--- src/rtl/alu_sched_pkg.sv ---
// rtl/alu_sched_pkg.sv - shared state and unit-select definitions for the ALU request scheduler
package alu_sched_pkg;

    typedef enum logic [1:0] {
        SCHED_IDLE  = 2'd0,
        SCHED_ISSUE = 2'd1,
        SCHED_WAIT  = 2'd2,
        SCHED_RESP  = 2'd3
    } sched_state_e;

    // fn[3:2] selects the ALU unit; the ALU decoder uses the same encoding
    localparam logic [1:0] UNIT_ARITH = 2'b00;
    localparam logic [1:0] UNIT_LOGIC = 2'b01;
    localparam logic [1:0] UNIT_CMP   = 2'b10;
    localparam logic [1:0] UNIT_SHIFT = 2'b11;

    function automatic logic [1:0] unit_sel(input logic [3:0] fn);
        return fn[3:2];
    endfunction

endpackage

--- src/rtl/alu_req_sched_if.sv ---
// rtl/alu_req_sched_if.sv - client request/response channels of the ALU request scheduler
interface alu_req_sched_if #(
    parameter int DATA_W = 16,
    parameter int RES_W  = 32
);
    logic              req0_valid;
    logic              req0_ready;
    logic [3:0]        req0_fn;
    logic [DATA_W-1:0] req0_a;
    logic [DATA_W-1:0] req0_b;

    logic              req1_valid;
    logic              req1_ready;
    logic [3:0]        req1_fn;
    logic [DATA_W-1:0] req1_a;
    logic [DATA_W-1:0] req1_b;

    logic              resp_valid;
    logic              resp_ready;
    logic              resp_id;
    logic [RES_W-1:0]  resp_data;
    logic              resp_carry;
    logic              resp_err;

    modport master (
        output req0_valid, req0_fn, req0_a, req0_b,
        output req1_valid, req1_fn, req1_a, req1_b,
        output resp_ready,
        input  req0_ready, req1_ready,
        input  resp_valid, resp_id, resp_data, resp_carry, resp_err
    );

    modport slave (
        input  req0_valid, req0_fn, req0_a, req0_b,
        input  req1_valid, req1_fn, req1_a, req1_b,
        input  resp_ready,
        output req0_ready, req1_ready,
        output resp_valid, resp_id, resp_data, resp_carry, resp_err
    );
endinterface

--- src/rtl/alu_req_sched_rr_arb2.sv ---
// rtl/alu_req_sched_rr_arb2.sv - two-way round-robin grant from valid bits and last served id
module rr_arb2 (
    input  logic [1:0] valid,
    input  logic       last_id,
    output logic [1:0] grant
);
    // On a tie the requester not served last wins
    always_comb begin
        grant = 2'b00;
        if (valid[0] && (!valid[1] || last_id)) begin
            grant = 2'b01;
        end else if (valid[1]) begin
            grant = 2'b10;
        end
    end
endmodule

--- src/rtl/alu_req_sched.sv ---
// rtl/alu_req_sched.sv - round-robin request scheduler owning the shared signed ALU inputs
module alu_req_sched
    import alu_sched_pkg::*;
#(
    parameter int DATA_W  = 16,
    parameter int RES_W   = 32,
    parameter int TIMEOUT = 4
) (
    input  logic              clk,
    input  logic              rst,
    alu_req_sched_if.slave    bus,
    output logic [DATA_W-1:0] alu_A,
    output logic [DATA_W-1:0] alu_B,
    output logic [3:0]        alu_fn,
    input  logic [RES_W-1:0]  arith_out,
    input  logic [15:0]       logic_out,
    input  logic [15:0]       cmp_out,
    input  logic [15:0]       shift_out,
    input  logic              arith_flag,
    input  logic              logic_flag,
    input  logic              cmp_flag,
    input  logic              shift_flag,
    input  logic              carry_out
);
    localparam logic [1:0] ST_IDLE  = 2'(SCHED_IDLE);
    localparam logic [1:0] ST_ISSUE = 2'(SCHED_ISSUE);
    localparam logic [1:0] ST_WAIT  = 2'(SCHED_WAIT);
    localparam logic [1:0] ST_RESP  = 2'(SCHED_RESP);

    localparam int               CNT_W     = $clog2(TIMEOUT + 1);
    localparam logic [CNT_W-1:0] CNT_LIMIT = CNT_W'(TIMEOUT);

    logic [1:0]       state;
    logic             last_id;
    logic             cur_id;
    logic [CNT_W-1:0] cnt;
    logic [RES_W-1:0] resp_data_q;
    logic             resp_carry_q;
    logic             resp_err_q;

    logic [1:0]       grant;
    logic             in_idle;
    logic             accept;
    logic             unit_hit;
    logic [RES_W-1:0] unit_data;
    logic             unit_carry;

    rr_arb2 u_arb (
        .valid   ({bus.req1_valid, bus.req0_valid}),
        .last_id (last_id),
        .grant   (grant)
    );

    assign in_idle        = (state == ST_IDLE) && !rst;
    assign accept         = in_idle && (grant != 2'b00);
    assign bus.req0_ready = in_idle && grant[0];
    assign bus.req1_ready = in_idle && grant[1];

    assign bus.resp_valid = (state == ST_RESP);
    assign bus.resp_id    = cur_id;
    assign bus.resp_data  = resp_data_q;
    assign bus.resp_carry = resp_carry_q;
    assign bus.resp_err   = resp_err_q;

    // alu_fn doubles as the latched opcode, so the unit select follows it directly
    always_comb begin
        unit_hit   = 1'b0;
        unit_data  = '0;
        unit_carry = 1'b0;
        case (unit_sel(alu_fn))
            UNIT_ARITH: begin
                unit_hit   = arith_flag;
                unit_data  = arith_out;
                unit_carry = carry_out;
            end
            UNIT_LOGIC: begin
                unit_hit  = logic_flag;
                unit_data = RES_W'(logic_out);
            end
            UNIT_CMP: begin
                unit_hit  = cmp_flag;
                unit_data = RES_W'(cmp_out);
            end
            UNIT_SHIFT: begin
                unit_hit  = shift_flag;
                unit_data = RES_W'(shift_out);
            end
        endcase
    end

    always_ff @(posedge clk) begin
        if (rst) begin
            state        <= ST_IDLE;
            last_id      <= 1'b1;
            cur_id       <= 1'b0;
            cnt          <= '0;
            alu_A        <= '0;
            alu_B        <= '0;
            alu_fn       <= '0;
            resp_data_q  <= '0;
            resp_carry_q <= 1'b0;
            resp_err_q   <= 1'b0;
        end else begin
            case (state)
                ST_IDLE: begin
                    if (accept) begin
                        cur_id <= grant[1];
                        alu_fn <= grant[1] ? bus.req1_fn : bus.req0_fn;
                        alu_A  <= grant[1] ? bus.req1_a  : bus.req0_a;
                        alu_B  <= grant[1] ? bus.req1_b  : bus.req0_b;
                        state  <= ST_ISSUE;
                    end
                end
                ST_ISSUE: begin
                    cnt   <= '0;
                    state <= ST_WAIT;
                end
                ST_WAIT: begin
                    // A flag arriving on the limit cycle still counts as a result
                    if (unit_hit) begin
                        resp_data_q  <= unit_data;
                        resp_carry_q <= unit_carry;
                        resp_err_q   <= 1'b0;
                        state        <= ST_RESP;
                    end else if (cnt == CNT_LIMIT) begin
                        resp_data_q  <= '0;
                        resp_carry_q <= 1'b0;
                        resp_err_q   <= 1'b1;
                        state        <= ST_RESP;
                    end else begin
                        cnt <= cnt + CNT_W'(1);
                    end
                end
                ST_RESP: begin
                    if (bus.resp_ready) begin
                        last_id <= cur_id;
                        state   <= ST_IDLE;
                    end
                end
                default: state <= ST_IDLE;
            endcase
        end
    end
endmodule

--- src/flat_wrapper.sv ---
// flat-port wrapper written by rule: the top's interface ports become plain ports
module alu_req_sched_flat import alu_sched_pkg::*;
#(
    parameter int DATA_W  = 16,
    parameter int RES_W   = 32,
    parameter int TIMEOUT = 4
)
  (clk, rst, alu_A, alu_B, alu_fn, arith_out, logic_out, cmp_out, shift_out, arith_flag, logic_flag, cmp_flag, shift_flag, carry_out, bus_req0_valid, bus_req0_fn, bus_req0_a, bus_req0_b, bus_req1_valid, bus_req1_fn, bus_req1_a, bus_req1_b, bus_resp_ready, bus_req0_ready, bus_req1_ready, bus_resp_valid, bus_resp_id, bus_resp_data, bus_resp_carry, bus_resp_err);
  alu_req_sched_if #(.DATA_W(DATA_W), .RES_W(RES_W)) bus_i ();
  input  logic clk;
  input  logic rst;
  output logic [DATA_W-1:0] alu_A;
  output logic [DATA_W-1:0] alu_B;
  output logic [3:0] alu_fn;
  input  logic [RES_W-1:0] arith_out;
  input  logic [15:0] logic_out;
  input  logic [15:0] cmp_out;
  input  logic [15:0] shift_out;
  input  logic arith_flag;
  input  logic logic_flag;
  input  logic cmp_flag;
  input  logic shift_flag;
  input  logic carry_out;
  input wire logic [$bits(bus_i.req0_valid)-1:0] bus_req0_valid;
  input wire logic [$bits(bus_i.req0_fn)-1:0] bus_req0_fn;
  input wire logic [$bits(bus_i.req0_a)-1:0] bus_req0_a;
  input wire logic [$bits(bus_i.req0_b)-1:0] bus_req0_b;
  input wire logic [$bits(bus_i.req1_valid)-1:0] bus_req1_valid;
  input wire logic [$bits(bus_i.req1_fn)-1:0] bus_req1_fn;
  input wire logic [$bits(bus_i.req1_a)-1:0] bus_req1_a;
  input wire logic [$bits(bus_i.req1_b)-1:0] bus_req1_b;
  input wire logic [$bits(bus_i.resp_ready)-1:0] bus_resp_ready;
  output wire logic [$bits(bus_i.req0_ready)-1:0] bus_req0_ready;
  output wire logic [$bits(bus_i.req1_ready)-1:0] bus_req1_ready;
  output wire logic [$bits(bus_i.resp_valid)-1:0] bus_resp_valid;
  output wire logic [$bits(bus_i.resp_id)-1:0] bus_resp_id;
  output wire logic [$bits(bus_i.resp_data)-1:0] bus_resp_data;
  output wire logic [$bits(bus_i.resp_carry)-1:0] bus_resp_carry;
  output wire logic [$bits(bus_i.resp_err)-1:0] bus_resp_err;
  assign bus_i.req0_valid = bus_req0_valid;
  assign bus_i.req0_fn = bus_req0_fn;
  assign bus_i.req0_a = bus_req0_a;
  assign bus_i.req0_b = bus_req0_b;
  assign bus_i.req1_valid = bus_req1_valid;
  assign bus_i.req1_fn = bus_req1_fn;
  assign bus_i.req1_a = bus_req1_a;
  assign bus_i.req1_b = bus_req1_b;
  assign bus_i.resp_ready = bus_resp_ready;
  assign bus_req0_ready = bus_i.req0_ready;
  assign bus_req1_ready = bus_i.req1_ready;
  assign bus_resp_valid = bus_i.resp_valid;
  assign bus_resp_id = bus_i.resp_id;
  assign bus_resp_data = bus_i.resp_data;
  assign bus_resp_carry = bus_i.resp_carry;
  assign bus_resp_err = bus_i.resp_err;
  alu_req_sched #(.DATA_W(DATA_W), .RES_W(RES_W), .TIMEOUT(TIMEOUT)) u_core (.clk(clk), .rst(rst), .bus(bus_i), .alu_A(alu_A), .alu_B(alu_B), .alu_fn(alu_fn), .arith_out(arith_out), .logic_out(logic_out), .cmp_out(cmp_out), .shift_out(shift_out), .arith_flag(arith_flag), .logic_flag(logic_flag), .cmp_flag(cmp_flag), .shift_flag(shift_flag), .carry_out(carry_out));
endmodule
--- config.mk ---
export PLATFORM = sky130hd
export DESIGN_NAME = alu_req_sched_flat
export DESIGN_NICKNAME = d
export VERILOG_FILES = /design/src/rtl/alu_sched_pkg.sv /design/src/rtl/alu_req_sched_if.sv /design/src/rtl/alu_req_sched_rr_arb2.sv /design/src/rtl/alu_req_sched.sv /design/src/flat_wrapper.sv
export SDC_FILE = /design/constraint.sdc
export NUM_CORES = 1
export LEC_CHECK = 0
export CAP_MARGIN = 20
export CORE_ASPECT_RATIO = 1.1
export CORE_UTILIZATION = 33
export DETAILED_ROUTE_END_ITERATION = 6
export GPL_TIMING_DRIVEN = 0
export PLACE_DENSITY = 0.73
export SLEW_MARGIN = 0
export SYNTH_ARGS = -nofsm -noshare
export SYNTH_HDL_FRONTEND = slang
export SYNTH_SLANG_ARGS = --single-unit
--- constraint.sdc ---
create_clock -name clk -period 1.6 [get_ports clk]
set_input_delay 0.32 -clock clk [delete_from_list [all_inputs] [get_ports clk]]
set_output_delay 0.32 -clock clk [all_outputs]
set_load 0.005 [all_outputs]
==> impl_metrics.toml <==
[synthesis]
syn-cell-area_um2 = 3650
ys_seq_area_share_pct = 42.3
synth_top_family_by_area = "multiplexers"
ys_top_cells_by_area = "dfxtp_1 (42%), mux2i_1 (11%), mux4_2 (9.9%)"
yosys.area_share.xor_xnor_pct = 0
synth_fp_nets = 518
synth_area_leader_cell = "dfxtp_1"
ys_warn_count = 0
synth.avg_cell_area_um2 = 10.4
synth.distinct_cells = 33
netlist_instances = 350
ys_ff_latch = 77
synthAdderAreaFrac_pct = 2.06
synth-simple-area-share_pct = 8.44
synth_compound_area_share_pct = 20.2
synthMuxAreaShare_pct = 20.9
netlist.area_leader.share_pct = 42.3

[place]
io_buffers = 235
dp.final_hpwl_um = 9840
dpl-instance-area_um2 = 6190
place_congestion = 0.749
pre_cts_ws_ps = -1140

[global_routing]
grt_max_degree = 13
antenna_found_initial = 1
grt_usage_pct = 21.8
grt_pass1_wl_um = 19200
grt_pass1_vias = 3959
grt_overflow = 0

[final_layout]
mostFrequentLayoutCells = "clkdlybuf4s50_1 (228), dfxtp_1 (72), nor2_1 (37), a31o_2 (37), mux2i_1 (34)"
syn_to_final_growth_pct = 91.3
layout_commonest_cell = "clkdlybuf4s50_1"
final_util_pct = 65.9
finish.instance_area_um2 = 6980
fillCellCount = 866
nets = 785
drive_gt1_share_pct = 24.1

[run_status]
violations = "negative setup slack"
status = "finished, violations left"

[worst_setup_path]
cpLargestDelayFamily = "flip-flops"
cpMaxStageDelayCell = "dfxtp_4"
cp-start-kind = "flop"
critPathBufInv = 2
crit_arrival_ps = 1330
critPathMaxStageDelay_ps = 350
worstSetupEndpointType = "primary output"
crit_type = "flop to primary output"
cp_data_required_time_ps = 1280
critical_path.cell_chain = "inv_4 > ha_4 > nor2b_4 > nand2_2 > a21oi_2 > buf_2"
crit_fanout = 3

[clocking]
cts_root_buf = "clkbuf_16"
numCtsBuffers = 9
cts_tree = "done"
clkTransAtPathRegs_ps = 60
cts_num_sinks = 77
clock_latency_ps = 330
max-clock-path-buffers = 2
cts_max_level = 3

[pwr]
pwr-share-comb_pct = 39.8
p_leak_nw = 2.74
total_power_mw = 8.03
powerDensity_nw_per_um2 = 1150
irDropWorstVdd_uv = 751
clockPowerShare_pct = 29.1
switching_power_mw = 2.23
p_int_mw = 5.80
switching_share_pct = 27.8
seqPwrFrac_pct = 31.1

[timing]
skew_ps = 6.43
fin_ws_ps = -52.7
drv_slew = 0
setup_violations = 13
post-route-min-period_ps = 1650
period_share_pct = 103
fmax_mhz = 605
finalHoldViolCount = 0
rsz0062_at_grt = "yes"
max_slew.worst_pin.slew_ps = 413
holdWs_ps = 452
slew_headroom_pct = 72.5

[routing]
remaining_drc_errors = 0
wl_um = 12800
antenna_left = 0
dr.pass1.iters = 4
wl_per_cell_um = 16.8
drtIter0Drc = 78
via_per_inst = 4.96
num_vias = 3803

[floorplanning]
coreArea_um2 = 10600
ios = 236
initial_core_util_pct = 34.4
dieArea_um2 = 11500
num_rows = 39
die-width_um = 102
die_h_um = 112

[worst_hold_path]
worst_hold_path_type = "flop to flop"

[flow_run]
maxCapViolations = 0
-- synthesized netlist by cell type --
cell type,number
a31o_2,37
and2_1,1
mux2i_1,40
a21boi_0,2
clkbuf_1,14
nor2b_1,2
or3b_2,1
dfxtp_1,77
nor2_1,38
nor2_4,1
buf_2,7
o21ai_0,8
a22o_1,12
a21oi_1,6
ha_1,6
nor3_2,1
a21o_1,1
o21ai_1,1
inv_1,24
o2bb2ai_1,16
o21bai_1,1
nand3_1,10
o21a_1,1
buf_6,1
buf_4,5
a211oi_1,1
a21boi_1,1
a221oi_4,1
nand4_1,2
mux4_2,16
nor3_1,1
nand2_1,13
a31oi_1,2
-- power by group through the flow --
stage          Combinational, mW  Sequential, mW  Clock (mW)
2_1_floorplan               1.33            2.50           0
3_3_place_gp                2.69            2.48           0
3_5_place_dp                2.74            2.50           0
4_1_cts                     3.09            2.49        2.39
5_1_grt                     3.45            2.53        2.46
6_report                    3.20            2.49        2.34
-- tightest hold or removal path: stages (launching register included) --
cell	delay, ps
dfxtp_1	310
nand2_1	50
o21ai_1	50
-- path summary, 6_finish.rpt --
kind	start	endpoint	slack, ps	cells after the start
setup / recovery	u_core.state[1]$_SDFFE_PP0P_	bus_req0_ready	-50	6
hold / removal	u_core.bus.resp_data[23]$_SDFFE_PP0P_	u_core.bus.resp_data[23]$_SDFFE_PP0P_	450	2
setup reg to reg	u_core.cnt[1]$_SDFFE_PP0P_	u_core.bus.resp_data[16]$_SDFFE_PP0P_	-30	7
hold reg to reg	u_core.bus.resp_data[23]$_SDFFE_PP0P_	u_core.bus.resp_data[23]$_SDFFE_PP0P_	450	2
-- layout make-up --
cell class | count | area [um^2] | share of cell area, %
well taps | 143 | 179 | 2.57
multi-input cells | 222 | 2020 | 28.9
repair buffers | 256 | 2530 | 36.3
clock inverters | 4 | 95.1 | 1.36
flip-flops and latches | 77 | 1560 | 22.3
clock buffers | 12 | 246 | 3.53
inverters | 24 | 95.1 | 1.36
plain buffers | 27 | 256 | 3.68
diodes | 1 | 2.50 | 0.0359
-- kinds of logic after synthesis --
logic type	count (synthesis)
adder cells (fa/ha/maj)	6
flip-flops	77
multiplexers	56
AO/OA/AOI/OAI	90
AND/OR/NAND/NOR	70
buffers and inverters	51
-- layer usage --
layer  up-vias  wire length (um)  track usage (%)
met5         -                 0                0
met1      1820              4950             23.2
met2       153              6650             40.4
li1       1814                 -                -
met4         0               163             6.29
met3        16              1090             6.72
-- sequential cells by signal, summed over array words and instances (netlist names) --
signal and count:
u_core.alu_A 16, u_core.alu_B 16, u_core.alu_fn 4, u_core.bus.resp_carry 1
u_core.bus.resp_data 32, u_core.bus.resp_err 1, u_core.bus.resp_id 1, u_core.cnt 3
u_core.last_id 1, u_core.state 2
-- metrics by stage --
stage	std cells	setup TNS, ps
5_1_grt	765	-2840
4_1_cts	758	-1480
3_5_place_dp	728	-42370
3_3_place_gp	728	-41200
6_report	766	-355
2_1_floorplan	350	0
-- timing repair --
action	in CTS	in global routing
endpoints found under the hold margin	0	0
cloned	1	2
pin swaps	8	2
setup endpoints to repair	80	75
setup buffers	13	5
resized for setup	78	48
hold buffers	0	0
Power figures use the tool's default switching activity.
